===== config.mk =====
export PLATFORM = sky130hd
export DESIGN_NAME = agc_muldiv_unit_flat
export DESIGN_NICKNAME = d
export VERILOG_FILES = /design/src/rtl/agc_pkg.sv /design/src/rtl/agc_muldiv_unit_if.sv /design/src/rtl/agc_ones_comp.sv /design/src/rtl/agc_muldiv_unit.sv /design/src/flat_wrapper.sv
export SDC_FILE = /design/constraint.sdc
export NUM_CORES = 1
export LEC_CHECK = 0
export BUFFER_PORTS_ARGS = -buffer_cell sky130_fd_sc_hd__buf_2
export CAP_MARGIN = 0
export CORE_AREA = 2 2 116 118
export DETAILED_ROUTE_END_ITERATION = 12
export DIE_AREA = 0 0 118 120
export HOLD_SLACK_MARGIN = 0.1
export PLACE_DENSITY = 0.84
export RECOVER_POWER = 50
export SYNTH_ARGS = -nofsm -noshare
export SYNTH_HDL_FRONTEND = slang
export SYNTH_SLANG_ARGS = --single-unit

===== constraint.sdc =====
create_clock -name clk -period 11.5 [get_ports clk]
set_input_delay 0.575 -clock clk [delete_from_list [all_inputs] [get_ports clk]]
set_output_delay 0.575 -clock clk [all_outputs]
set_load 0.005 [all_outputs]

===== src/rtl/agc_pkg.sv =====
// Shared AGC constants: word geometry, op encoding, engine states.
package agc_pkg;

  localparam int WORD_W = 15;
  localparam int MAG_W  = WORD_W - 1;
  localparam int CNT_W  = $clog2(MAG_W);

  typedef enum logic {
    OP_MP = 1'b0,
    OP_DV = 1'b1
  } op_e;

  typedef enum logic [1:0] {
    IDLE,
    LOAD,
    ITER,
    FIN
  } state_e;

  // Quotient magnitude reported when a divide overflows.
  localparam logic [MAG_W-1:0] DV_OVF_MAG = 14'h3FFF;

endpackage


===== src/rtl/agc_muldiv_unit_if.sv =====
// Request/response bundle between the AGC control unit and the MP/DV engine.
interface agc_muldiv_unit_if;
  import agc_pkg::*;

  logic              start;
  logic              op;
  logic [WORD_W-1:0] a_in;
  logic [WORD_W-1:0] l_in;
  logic [WORD_W-1:0] b_in;
  logic              busy;
  logic              done;
  logic [WORD_W-1:0] res_hi;
  logic [WORD_W-1:0] res_lo;
  logic              ovf;

  modport master (
    output start, op, a_in, l_in, b_in,
    input  busy, done, res_hi, res_lo, ovf
  );

  modport slave (
    input  start, op, a_in, l_in, b_in,
    output busy, done, res_hi, res_lo, ovf
  );

endinterface


===== src/rtl/agc_ones_comp.sv =====
// Ones' complement helper: splits a word into sign/magnitude and
// rebuilds a word from sign/magnitude.
module agc_ones_comp
  import agc_pkg::*;
(
  input  logic [WORD_W-1:0] word,
  output logic [MAG_W-1:0]  mag,
  output logic              sign,
  input  logic              sign_in,
  input  logic [MAG_W-1:0]  mag_in,
  output logic [WORD_W-1:0] word_out
);

  // Negative words are the bitwise inverse of their magnitude, so -0 decodes to 0.
  always_comb begin
    sign     = word[WORD_W-1];
    mag      = sign ? ~word[MAG_W-1:0] : word[MAG_W-1:0];
    word_out = sign_in ? ~{1'b0, mag_in} : {1'b0, mag_in};
  end

endmodule


===== src/rtl/agc_muldiv_unit.sv =====
// Sequential MP/DV engine: one magnitude bit per clock, fixed 16-edge latency.
module agc_muldiv_unit
  import agc_pkg::*;
(
  input  logic               clk,
  input  logic               reset_n,
  agc_muldiv_unit_if.slave   bus
);

  state_e               state, state_next;
  op_e                  op_r;
  logic [WORD_W-1:0]    a_r, l_r, b_r;
  logic [CNT_W-1:0]     cnt;
  logic [2*MAG_W-1:0]   acc, acc_iter;
  logic                 ovf_pend;
  logic                 accept;

  logic                 busy_r, done_r, ovf_r;
  logic [WORD_W-1:0]    res_hi_r, res_lo_r;

  logic [MAG_W-1:0]     mag_a, mag_l, mag_b;
  logic                 sign_a, sign_l, sign_b;
  logic                 p_sign, sd, q_sign;

  logic [MAG_W:0]       mp_sum, dv_trial;
  logic [MAG_W-1:0]     dv_diff, dv_rem;
  logic                 dv_ge;

  logic                 hi_sign, lo_sign;
  logic [MAG_W-1:0]     hi_mag, lo_mag;
  logic [WORD_W-1:0]    hi_word, lo_built, lo_word;

  logic [WORD_W-1:0]    a_word_unused, l_word_unused, b_word_unused;
  logic [MAG_W-1:0]     hi_mag_unused, lo_mag_unused;
  logic                 hi_sign_unused, lo_sign_unused;

  agc_ones_comp u_oc_a (
    .word(a_r), .mag(mag_a), .sign(sign_a),
    .sign_in(1'b0), .mag_in('0), .word_out(a_word_unused)
  );

  agc_ones_comp u_oc_l (
    .word(l_r), .mag(mag_l), .sign(sign_l),
    .sign_in(1'b0), .mag_in('0), .word_out(l_word_unused)
  );

  agc_ones_comp u_oc_b (
    .word(b_r), .mag(mag_b), .sign(sign_b),
    .sign_in(1'b0), .mag_in('0), .word_out(b_word_unused)
  );

  agc_ones_comp u_oc_hi (
    .word('0), .mag(hi_mag_unused), .sign(hi_sign_unused),
    .sign_in(hi_sign), .mag_in(hi_mag), .word_out(hi_word)
  );

  agc_ones_comp u_oc_lo (
    .word('0), .mag(lo_mag_unused), .sign(lo_sign_unused),
    .sign_in(lo_sign), .mag_in(lo_mag), .word_out(lo_built)
  );

  // A request is only taken when fully idle, never while the done pulse is out.
  assign accept = (state == IDLE) && bus.start && !done_r;

  assign p_sign = sign_a ^ sign_b;
  assign sd     = (mag_a == '0) ? sign_l : sign_a;
  assign q_sign = sd ^ sign_b;

  // State register.
  always_ff @(posedge clk or negedge reset_n) begin
    if (!reset_n) state <= IDLE;
    else          state <= state_next;
  end

  // Next-state logic.
  always_comb begin
    state_next = state;
    unique case (state)
      IDLE: if (accept) state_next = LOAD;
      LOAD: state_next = ITER;
      ITER: if (cnt == '0) state_next = FIN;
      FIN:  state_next = IDLE;
      default: state_next = IDLE;
    endcase
  end

  // Capture the operands on the accepting edge; later input changes are ignored.
  always_ff @(posedge clk or negedge reset_n) begin
    if (!reset_n) begin
      op_r <= OP_MP;
      a_r  <= '0;
      l_r  <= '0;
      b_r  <= '0;
    end else if (accept) begin
      op_r <= op_e'(bus.op);
      a_r  <= bus.a_in;
      l_r  <= bus.l_in;
      b_r  <= bus.b_in;
    end
  end

  // One iteration step. acc holds {high, low}: for MP the partial product with the
  // multiplier shifting out of the low half; for DV the partial remainder in the
  // high half and the dividend low bits shifting out while quotient bits shift in.
  always_comb begin
    mp_sum   = {1'b0, acc[2*MAG_W-1:MAG_W]} + (acc[0] ? {1'b0, mag_a} : '0);
    dv_trial = {acc[2*MAG_W-1:MAG_W], acc[MAG_W-1]};
    dv_ge    = dv_trial >= {1'b0, mag_b};
    dv_diff  = dv_trial[MAG_W-1:0] - mag_b;
    dv_rem   = dv_ge ? dv_diff : dv_trial[MAG_W-1:0];
    if (op_r == OP_DV) acc_iter = {dv_rem, acc[MAG_W-2:0], dv_ge};
    else               acc_iter = {mp_sum, acc[MAG_W-1:1]};
  end

  // Datapath: seed in LOAD, iterate MAG_W times in ITER.
  always_ff @(posedge clk or negedge reset_n) begin
    if (!reset_n) begin
      acc      <= '0;
      cnt      <= '0;
      ovf_pend <= 1'b0;
    end else begin
      unique case (state)
        LOAD: begin
          acc      <= (op_r == OP_DV) ? {mag_a, mag_l} : {{MAG_W{1'b0}}, mag_b};
          cnt      <= CNT_W'(MAG_W - 1);
          ovf_pend <= (mag_a >= mag_b);
        end
        ITER: begin
          acc <= acc_iter;
          cnt <= cnt - 1'b1;
        end
        default: ;
      endcase
    end
  end

  // Select sign/magnitude of each result word for rebuilding.
  always_comb begin
    hi_sign = p_sign;
    hi_mag  = acc[2*MAG_W-1:MAG_W];
    lo_sign = p_sign;
    lo_mag  = acc[MAG_W-1:0];
    lo_word = lo_built;
    if (op_r == OP_DV) begin
      hi_sign = q_sign;
      hi_mag  = ovf_pend ? DV_OVF_MAG : acc[MAG_W-1:0];
      lo_sign = sd;
      lo_mag  = acc[2*MAG_W-1:MAG_W];
      if (ovf_pend) lo_word = a_r;
    end
  end

  // Status and result registers; results change only on the FIN edge.
  always_ff @(posedge clk or negedge reset_n) begin
    if (!reset_n) begin
      busy_r   <= 1'b0;
      done_r   <= 1'b0;
      ovf_r    <= 1'b0;
      res_hi_r <= '0;
      res_lo_r <= '0;
    end else begin
      done_r <= (state == FIN);
      if (accept)             busy_r <= 1'b1;
      else if (state == FIN)  busy_r <= 1'b0;
      if (state == FIN) begin
        res_hi_r <= hi_word;
        res_lo_r <= lo_word;
        ovf_r    <= (op_r == OP_DV) && ovf_pend;
      end
    end
  end

  assign bus.busy   = busy_r;
  assign bus.done   = done_r;
  assign bus.ovf    = ovf_r;
  assign bus.res_hi = res_hi_r;
  assign bus.res_lo = res_lo_r;

endmodule


===== src/flat_wrapper.sv =====
// flat-port wrapper written by rule: the top's interface ports become plain ports
module agc_muldiv_unit_flat import agc_pkg::*;
  (clk, reset_n, bus_start, bus_op, bus_a_in, bus_l_in, bus_b_in, bus_busy, bus_done, bus_res_hi, bus_res_lo, bus_ovf);
  agc_muldiv_unit_if bus_i ();
  input  logic clk;
  input  logic reset_n;
  input wire logic [$bits(bus_i.start)-1:0] bus_start;
  input wire logic [$bits(bus_i.op)-1:0] bus_op;
  input wire logic [$bits(bus_i.a_in)-1:0] bus_a_in;
  input wire logic [$bits(bus_i.l_in)-1:0] bus_l_in;
  input wire logic [$bits(bus_i.b_in)-1:0] bus_b_in;
  output wire logic [$bits(bus_i.busy)-1:0] bus_busy;
  output wire logic [$bits(bus_i.done)-1:0] bus_done;
  output wire logic [$bits(bus_i.res_hi)-1:0] bus_res_hi;
  output wire logic [$bits(bus_i.res_lo)-1:0] bus_res_lo;
  output wire logic [$bits(bus_i.ovf)-1:0] bus_ovf;
  assign bus_i.start = bus_start;
  assign bus_i.op = bus_op;
  assign bus_i.a_in = bus_a_in;
  assign bus_i.l_in = bus_l_in;
  assign bus_i.b_in = bus_b_in;
  assign bus_busy = bus_i.busy;
  assign bus_done = bus_i.done;
  assign bus_res_hi = bus_i.res_hi;
  assign bus_res_lo = bus_i.res_lo;
  assign bus_ovf = bus_i.ovf;
  agc_muldiv_unit u_core (.clk(clk), .reset_n(reset_n), .bus(bus_i));
endmodule

=== After elaboration in Yosys (flattened, before gate mapping) ===
Cells that the tools add are included.

* Register bits: 114
* Output and inout bits: 33

* Add/subtract/negate cells: 3
* Order comparisons: 2
* Equality and inequality tests: 5
* Muxes and demuxes: 24
* Bitwise gates (word level): 7
* Reductions and logical operators: 10

{| class="wikitable"
|+ Operator list
! kind !! number
|-
| 14-bit two-way mux || 8
|-
| 15-bit two-way mux || 4
|-
| 28-bit two-way mux || 2
|-
| 28-bit one-hot mux with 2 select lines || 1
|-
| 14-bit inverter || 3
|-
| 14-bit inverter with 15-bit output || 2
|-
| 14-bit by 15-bit adder with 15-bit output || 1
|-
| 15-bit by 14-bit greater-or-equal comparator with 1-bit output || 1
|-
| 14-bit greater-or-equal comparator || 1
|-
| 14-bit logical NOT || 1
|-
| 14-bit subtractor || 1
|-
| 2-bit one-hot mux with 4 select lines || 1
|-
| 4-bit one-hot mux with 2 select lines || 1
|-
| 1-bit two-way mux || 5
|-
| 2-bit == test (second input constant) || 2
|-
| 4-bit logical NOT || 1
|-
| 2-bit two-way mux || 2
|-
| 2-bit by 1-bit inequality test with 1-bit output (second input constant) || 2
|-
| 2-bit nonzero test || 2
|-
| 4-bit by 1-bit subtractor with 4-bit output (second input constant) || 1
|-
| 1-bit logical AND || 3
|-
| 2-bit by 1-bit == test with 1-bit output (second input constant) || 1
|-
| 2-bit logical NOT || 1
|-
| 2-bit AND reduction || 1
|-
| other kinds (2) || 3
|}

=== Logic depth before layout (Yosys ltp) ===
Gate-level depths: netlist of run 1.

* Word-level depth: 8
* Depth in mapped cells: 20

=== Cells and area by module ===
From an unflattened synthesis of run 1, not the netlist that was laid out.

* Cells, all modules: 882
* Area, all modules: 8921.1 um^2

{| class="wikitable"
|+ By module, submodules not included
! module !! times used !! cells each !! area each (um^2) !! seq. area each (um^2)
|-
| agc_muldiv_unit || 1 || 712 || 7307.0 || 2852.7
|-
| agc_ones_comp || 5 || 34 || 322.8 || 0.0
|}

=== Worst setup path before layout of run 1 ===
OpenSTA, ideal clock, no wires.

* Kind: reg2reg
* Start point: register u_core.b_r[14]
* End point: register u_core.acc[26]
* Setup time: 0.124 ns
* Data arrival time: 3.896 ns
* Setup slack: 7.480 ns
* Cell stages (with the launch flop): 19
* Clock period less this slack: 4.020 ns
* Cell sequence: dfrtp_1 buf_4 buf_6 buf_6 clkbuf_1 buf_2 xor2_1 ha_1 fa_1 o221ai_1 o22ai_2 o2111ai_2 nand3_2 a2111oi_4 o32ai_1 and3_1 a41oi_2 a31oi_1 o31a_1

* Word-level cells in the longest chain between the ends: 5
* Elaborated cells on any way between the ends: 6
* Classes of those cells: add/sub (1); order compare (1); mux (4)

{| class="wikitable"
|+ RTL lines
! element !! RTL line !! text
|-
| start: declaration || agc_muldiv_unit.sv:12 || <nowiki>logic [WORD_W-1:0] a_r, l_r, b_r;</nowiki>
|-
| start signal: assignment || agc_muldiv_unit.sv:98 || <nowiki>b_r <= bus.b_in;</nowiki>
|-
| 14-bit two-way mux * || agc_ones_comp.sv:17 || <nowiki>mag = sign ? ~word[MAG_W-1:0] : word[MAG_W-1:0];</nowiki>
|-
| 14-bit subtractor / 15-bit by 14-bit greater-or-equal comparator with 1-bit output (equally long branches) || agc_muldiv_unit.sv:109, agc_muldiv_unit.sv:108 ||
|-
| 14-bit two-way mux * || agc_muldiv_unit.sv:110 || <nowiki>dv_rem = dv_ge ? dv_diff : dv_trial[MAG_W-1:0];</nowiki>
|-
| 28-bit two-way mux * || agc_muldiv_unit.sv:111 || <nowiki>if (op_r == OP_DV) acc_iter = {dv_rem, acc[MAG_W-2:0], dv_ge};</nowiki>
|-
| 28-bit one-hot mux with 2 select lines * || agc_muldiv_unit.sv:122 || <nowiki>unique case (state)</nowiki>
|-
| end signal: assignment || agc_muldiv_unit.sv:124 || <nowiki>acc <= (op_r == OP_DV) ? {mag_a, mag_l} : {{MAG_W{1'b0}}, mag_b};</nowiki>
|-
| end signal: assignment || agc_muldiv_unit.sv:129 || <nowiki>acc <= acc_iter;</nowiki>
|-
| end: declaration || agc_muldiv_unit.sv:14 || <nowiki>logic [2*MAG_W-1:0] acc, acc_iter;</nowiki>
|}

Every way passes the cells marked *; elsewhere a longest branch is shown, timed or not.
A chain may end at the register's enable or synchronous reset.

==> results.rst, run 1 <==
.. list-table::
   :header-rows: 1

   * - Metric
     - Value
   * - WL final
     - 21.34 mm
   * - Design Area, Final
     - 9276 sq um
   * - Worst-path clk slew
     - 0.06 ns
   * - TritonCTS buffer count
     - 17
   * - Number of global-route vias before repair
     - 6691
   * - Number of max-cap violations
     - 2
   * - Routability congestion estimate
     - 0.9587
   * - Floorplan die width
     - 118 microns
   * - Antenna violations before repair
     - 0
   * - Die Y
     - 120 microns
   * - Clock Latency Late Sink
     - 0.43 ns
   * - Critical-path cell list
     - clkbuf_1 > clkbuf_1
   * - Pre-Repair DR Iteration Count
     - 5
   * - Top delay family on crit path
     - buffers and inverters
   * - Min cycle time layout
     - 5.568 ns
   * - Synth top area share
     - 0.3442
   * - Failing checks
     - capacitance limit, slew limit
   * - First-pass GRT wire length
     - 35.18 mm
   * - Reg2reg path depth
     - 14
   * - Area growth from synthesis to layout
     - 11.91%
   * - Flip-flop and latch count after synthesis
     - 114
   * - Synthesized netlist net count
     - 957
   * - Slowest Stage Delay on Critical Path
     - 2.65 ns
   * - Kind of capture point of the worst setup path
     - asynchronous set/reset pin
   * - Vias
     - 6911
   * - Worst Path Required
     - 10.92 ns
   * - Overall Global Routing Usage
     - 0.3177
   * - Largest net degree at the start of global routing
     - 69
   * - Root buffer selected by CTS
     - clkbuf_16
   * - CP Class
     - in -> async
   * - Maximum level of the CTS H-tree
     - 4
   * - Highest clock frequency the design can meet
     - 179.6 MHz
   * - Clk buf depth
     - 2
   * - Die outline area
     - 14160 sq um
   * - Final worst setup slack
     - 5.932 ns
   * - Half-perimeter wire length after detailed placement
     - 14.82 mm
   * - Number of different library cells in the post-synthesis netlist
     - 73
   * - Mapped Avg Cell Area
     - 9.550 sq um
   * - Sort of element at the start of the critical path
     - primary input
   * - Instance count on the critical path
     - 2
   * - Via-to-Cell Ratio
     - 6.266
   * - Total gr overflow
     - 0
   * - Placed cell area
     - 8677 sq um
   * - Status
     - finished, violations left
   * - Post-DR wirelength/cell
     - 19.34 microns
   * - Floorplan Core Area
     - 12980 sq um
   * - Total count of max-transition violations in the final report
     - 117
   * - Setup-failing EPs final
     - 0
   * - Cells after Synth
     - 868
   * - Cell repeated most along the worst path
     - clkbuf_1
   * - Dpl ws
     - 7.043 ns
   * - Final hold vios
     - 0
   * - Share of cells above drive strength 1
     - 0.2030
   * - Worst rel slew slack
     - -1.409
   * - Signal arrival time at the worst endpoint
     - 4.99 ns
   * - Worst Max-Slew Pin Slew
     - 3.614 ns
   * - Max Fanout on Critical Path
     - 68
   * - Worst clock skew on the final layout
     - 0.01119 ns
   * - Number of input and output port buffers inserted
     - 81
   * - Post-route ant nets
     - 0
   * - Total setup buffers inserted after CTS
     - 0
   * - Yosys Warn Count
     - 0
   * - Setup total negative slack
     - 0 ns
   * - # rows
     - 42
   * - Number of gates given a new drive strength after cts
     - 0
   * - Initial detailed-routing violation count
     - 673
   * - Unrepaired setup endpoints after global routing
     - no
   * - Total clock sinks
     - 114
   * - Post-CTS Hold Buffers
     - 0
   * - Drt drc
     - 0
   * - Number of enable flip-flop cells after synthesis
     - 0
   * - Cell type with the highest aggregate area in the netlist
     - dfrtp_1
   * - Tightest Hold Check Type
     - in -> reg
   * - Count of boundary I/O pins
     - 82
   * - Asr flop ratio synth
     - 1.000
   * - Slowest-stage cell, CP
     - clkbuf_1
   * - Fill cells
     - 964
   * - Most used flip-flop cell after synthesis
     - dfrtp_1
   * - Post-synthesis cell area
     - 8289 sq um
   * - Fin nets
     - 1002
   * - Sequential area share after synthesis
     - 0.3442
   * - Instance count along the most critical hold path
     - 2
   * - CTS tree
     - yes
   * - Synth top area cells
     - dfrtp_1, mux2_2, ha_1
   * - Share of the clock period used by the worst path
     - 0.4841
   * - Buf+Inv Stages, Crit Path
     - 2
   * - Starting density of the core
     - 0.6386
[final cells by class]
cell class	instances	area, sq um	share of cell area
diodes	1	2.502	0.0002698
clock buffers	22	464.2	0.05004
clock inverters	10	156.4	0.01686
inverters	44	165.2	0.01780
multi-input cells	648	4976	0.5364
flip-flops and latches	114	2855	0.3078
well taps	176	220.2	0.02374
repair buffers	88	436.7	0.04707
[layer usage]
layer  up-vias  GRT usage  wire length, microns
met4         0     0.1363                   636
li1       3178          -                     -
met1      3328     0.4146                  8730
met5         -          0                     0
met2       337     0.4975                 10030
met3        68    0.09030                  1938
[registers in the layout, indices dropped and copies added (netlist names)]
signal	cells
u_core.a_r	15
u_core.acc	28
u_core.b_r	15
u_core.bus.busy	1
u_core.bus.done	1
u_core.bus.ovf	1
u_core.bus.res_hi	15
u_core.bus.res_lo	15
u_core.cnt	4
u_core.l_r	15
u_core.op_r	1
u_core.ovf_pend	1
u_core.state	2
[logic make-up (layout without fill, tap and decap cells)]
| logic type | after synthesis | after routing | share of synthesized area |
|---|---|---|---|
| adders and majority gates | 45 | 45 | 0.06823 |
| and+or+nand+nor | 207 | 207 | 0.1276 |
| muxes | 83 | 83 | 0.1274 |
| xor gates and xnor gates | 98 | 98 | 0.1054 |
| buffers and inverters | 106 | 164 | 0.05555 |
| DFF | 114 | 114 | 0.3442 |
| other | 0 | 1 | 0 |
| AOI/OAI and AO/OA | 215 | 215 | 0.1718 |
[Yosys cell counts, drive strengths merged (3+ instances only)]
cell,number
a211oi,5
a21boi,3
a21o,7
a21oi,74
a22oi,5
a311oi,7
a31oi,12
a41oi,3
and2,18
and3,6
buf,27
clkbuf,35
dfrtp,114
ha,38
inv,44
maj3,5
mux2,50
mux2i,20
mux4,13
nand2,31
nand2b,8
nand3,17
nand3b,5
nor2,61
nor2b,21
nor3,15
nor3b,5
nor4,3
o211ai,5
o21a,5
o21ai,49
o22ai,18
o41ai,3
or3,9
xnor2,47
xor2,51
[per-stage QoR]
| stage | hold WS [ns] | utilization | instances |
|---|---|---|---|
| 2_1_floorplan | 0.2794 | - | 868 |
| 3_3_place_gp | 0.4762 | 0.6685 | 1070 |
| 3_5_place_dp | 0.5006 | 0.6685 | 1070 |
| 4_1_cts | 0.1606 | 0.7163 | 1102 |
| 5_1_grt | 0.3713 | 0.7145 | 1102 |
| 6_report | 0.3718 | 0.7147 | 1103 |
[placed cells by master (no fill, tap or decap), types with 13 or more instances in the layout]
master | synthesis | routed
ha_1 | 38 | 38
xnor2_1 | 46 | 46
mux2_2 | 50 | 50
nor3_1 | 15 | 15
dfrtp_1 | 114 | 112
clkbuf_16 | 0 | 17
nor2_1 | 61 | 61
o22ai_1 | 17 | 17
clkbuf_1 | 35 | 14
inv_1 | 43 | 43
xor2_1 | 50 | 50
nand2_1 | 30 | 30
mux4_2 | 13 | 13
nor2b_1 | 21 | 21
nand3_1 | 16 | 16
a21oi_1 | 74 | 74
o21ai_0 | 40 | 40
buf_2 | 8 | 73
mux2i_1 | 20 | 20
and2_1 | 18 | 18
[path summary, 6_finish.rpt]
check / from / to / slack (ns)
max: reset_n / u_core.b_r[14] / 5.93
min: bus_a_in[2] / u_core.a_r[2] / 0.37
max reg2reg: u_core.b_r[14] / u_core.acc[20] / 6.78
min reg2reg: u_core.bus.res_hi[14] / u_core.bus.res_hi[14] / 0.51
max in group clk: u_core.b_r[14] / u_core.acc[20] / 6.78
min in group asynchronous: reset_n / u_core.bus.res_lo[4] / 0.90
Power of run 1 is left out: the tool's default activity adds up to more than one toggle a clock period on the data nets, which glitch-free logic cannot reach.
==> run 2, diff against run 1 <==
Settings changed: CORE_AREA 2 2 116 118 to 2 2 126 128, DIE_AREA 0 0 118 120 to 0 0 128 130, PLACE_DENSITY 0.84 to 0.75.
Clock period 11.5 ns to 4.76 ns, I/O delays scaled along.
==> results.rst, run 2 (synthesized netlist as in run 1, its figures left out) <==
.. list-table::
   :header-rows: 1

   * - Metric
     - Value
   * - Kind of capture point of the worst setup path
     - register
   * - Most common library cell in the layout ignoring fill and taps
     - dfrtp_1
   * - Final hold vios
     - 0
   * - Design Area, Final
     - 9768 sq um
   * - Die outline area
     - 16640 sq um
   * - Floorplan die width
     - 128 microns
   * - Worst clock skew on the final layout
     - 0.007895 ns
   * - Die Y
     - 130 microns
   * - Min cycle time layout
     - 4.026 ns
   * - Area growth from synthesis to layout
     - 17.84%
   * - Reg2reg start
     - u_core.b_r[14]
   * - Number of max-cap violations
     - 1
   * - Cell repeated most along the worst path
     - a21oi_1
   * - Routability congestion estimate
     - 0.9305
   * - Total clock sinks
     - 114
   * - Floorplan Core Area
     - 15420 sq um
   * - Max Fanout on Critical Path
     - 24
   * - Number of antenna cells inserted
     - 0
   * - Share of cells above drive strength 1
     - 0.1846
   * - Post-route ant nets
     - 0
   * - Top library cells by usage in the layout, fill and taps aside
     - dfrtp_1, a21oi_1, nor2_1
   * - Largest Register
     - u_core.acc
   * - Unrepaired setup endpoints after global routing
     - no
   * - Critical-path cell list
     - xor2_1 > inv_1 > ha_1 > nor2b_1 > o21ai_0 > a22oi_2 > o31ai_4 > nand2_2 > a221oi_4 > nor2_1 > xnor2_1 > a21oi_1 > a22oi_1 > a21oi_1
   * - Signal arrival time at the worst endpoint
     - 4.30 ns
   * - Placed cell area
     - 8722 sq um
   * - CTS tree
     - yes
   * - Overall Global Routing Usage
     - 0.2776
   * - Setup total negative slack
     - 0 ns
   * - Slowest-stage cell, CP
     - a221oi_4
   * - Dpl ws
     - 0.8914 ns
   * - Number of input and output port buffers inserted
     - 81
   * - Clock Latency Late Sink
     - 0.43 ns
   * - Number of global-route vias before repair
     - 6650
   * - Maximum level of the CTS H-tree
     - 4
   * - R2r setup slk
     - 0.73 ns
   * - Vias
     - 6960
   * - Total count of max-transition violations in the final report
     - 71
   * - WL final
     - 22.36 mm
   * - Final worst setup slack
     - 0.7343 ns
   * - Sort of element at the start of the critical path
     - register
   * - Hold Crit Endpoint
     - u_core.bus.ovf
   * - Largest net degree at the start of global routing
     - 71
   * - Max reg flops
     - 28
   * - Total gr overflow
     - 0
   * - Fin nets
     - 1052
   * - Share of the clock period used by the worst path
     - 0.8457
   * - Tightest Hold Check Type
     - reg -> reg
   * - Launch instance of the worst min-delay path
     - u_core.bus.ovf
   * - Destination of the worst register-to-register timing path
     - u_core.acc[20]
   * - Count of boundary I/O pins
     - 82
   * - Root buffer selected by CTS
     - clkbuf_16
   * - Reg2reg path depth
     - 14
   * - Half-perimeter wire length after detailed placement
     - 15.38 mm
   * - Clk buf depth
     - 2
   * - # rows
     - 46
   * - Instance count along the most critical hold path
     - 2
   * - Highest clock frequency the design can meet
     - 248.4 MHz
   * - Failing checks
     - capacitance limit, slew limit
   * - Worst-path clk slew
     - 0.05 ns
   * - Antenna violations before repair
     - 0
   * - CP Class
     - reg -> reg
   * - Drt drc
     - 0
   * - Fill cells
     - 1255
   * - Via-to-Cell Ratio
     - 5.964
   * - Setup-failing EPs final
     - 0
   * - Worst rel slew slack
     - -0.1568
   * - First-pass GRT wire length
     - 35.49 mm
   * - Status
     - finished, violations left
   * - Worst setup path startpoint
     - u_core.b_r[14]
   * - Worst Path Required
     - 5.03 ns
   * - Initial detailed-routing violation count
     - 560
   * - Post-DR wirelength/cell
     - 19.16 microns
   * - Slowest Stage Delay on Critical Path
     - 0.78 ns
   * - TritonCTS buffer count
     - 17
   * - Worst Max-Slew Pin Slew
     - 1.735 ns
   * - Pre-Repair DR Iteration Count
     - 6
   * - Starting density of the core
     - 0.5374
   * - Number of gates given a new drive strength after cts
     - 0
run 2: through the flow:
| step | hold slack, ns | util | instances |
|---|---|---|---|
| 6_report | 0.4918 | 0.6333 | 1167 |
| 5_1_grt | 0.5366 | 0.6333 | 1167 |
| 4_1_cts | 0.4915 | 0.6357 | 1167 |
| 3_5_place_dp | 0.4230 | 0.5655 | 1089 |
| 3_3_place_gp | 0.4228 | 0.5655 | 1089 |
| 2_1_floorplan | -0.05759 | - | 868 |
run 2: final cells by class:
type / instances / area (sq um) / share of cell area
well taps: 192 / 240.2 / 0.02459
inverters: 44 / 165.2 / 0.01691
clock inverters: 9 / 128.9 / 0.01319
flip-flops and latches: 114 / 2855 / 0.2923
multi-input cells: 648 / 4979 / 0.5097
clock buffers: 22 / 484.2 / 0.04957
repair buffers: 138 / 915.9 / 0.09376
run 2: routing by layer:
| layer | global-route usage | wire length (microns) | up-vias |
|---|---|---|---|
| met5 | 0 | 0 | - |
| met4 | 0.1351 | 826 | 0 |
| li1 | - | - | 3281 |
| met1 | 0.3695 | 9606 | 3316 |
| met3 | 0.06273 | 1762 | 60 |
| met2 | 0.4319 | 10170 | 303 |
run 2: worst max-delay path, delay by kind of cell, from the launching register on:
family / cells / cell delay (ns)
AO/OA/AOI/OAI: 7 / 1.94
XOR/XNOR: 2 / 0.53
flip-flops: 1 / 0.52
AND/OR/NAND/NOR: 3 / 0.44
adder cells (fa/ha/maj): 1 / 0.30
buffers and inverters: 1 / 0.13
run 2: worst max path at each step:
stage,end
4_1_cts,u_core.acc[20]
6_report,u_core.acc[20]
3_5_place_dp,u_core.acc[20]
2_1_floorplan,u_core.acc[26]
5_1_grt,u_core.acc[21]
3_3_place_gp,u_core.acc[20]
run 2: what timing repair did:
item,4_1_cts,5_1_grt
setup buffers,0,0
endpoints found under the hold margin,115,0
hold buffers,47,0
Power of run 2 is left out for the same reason.
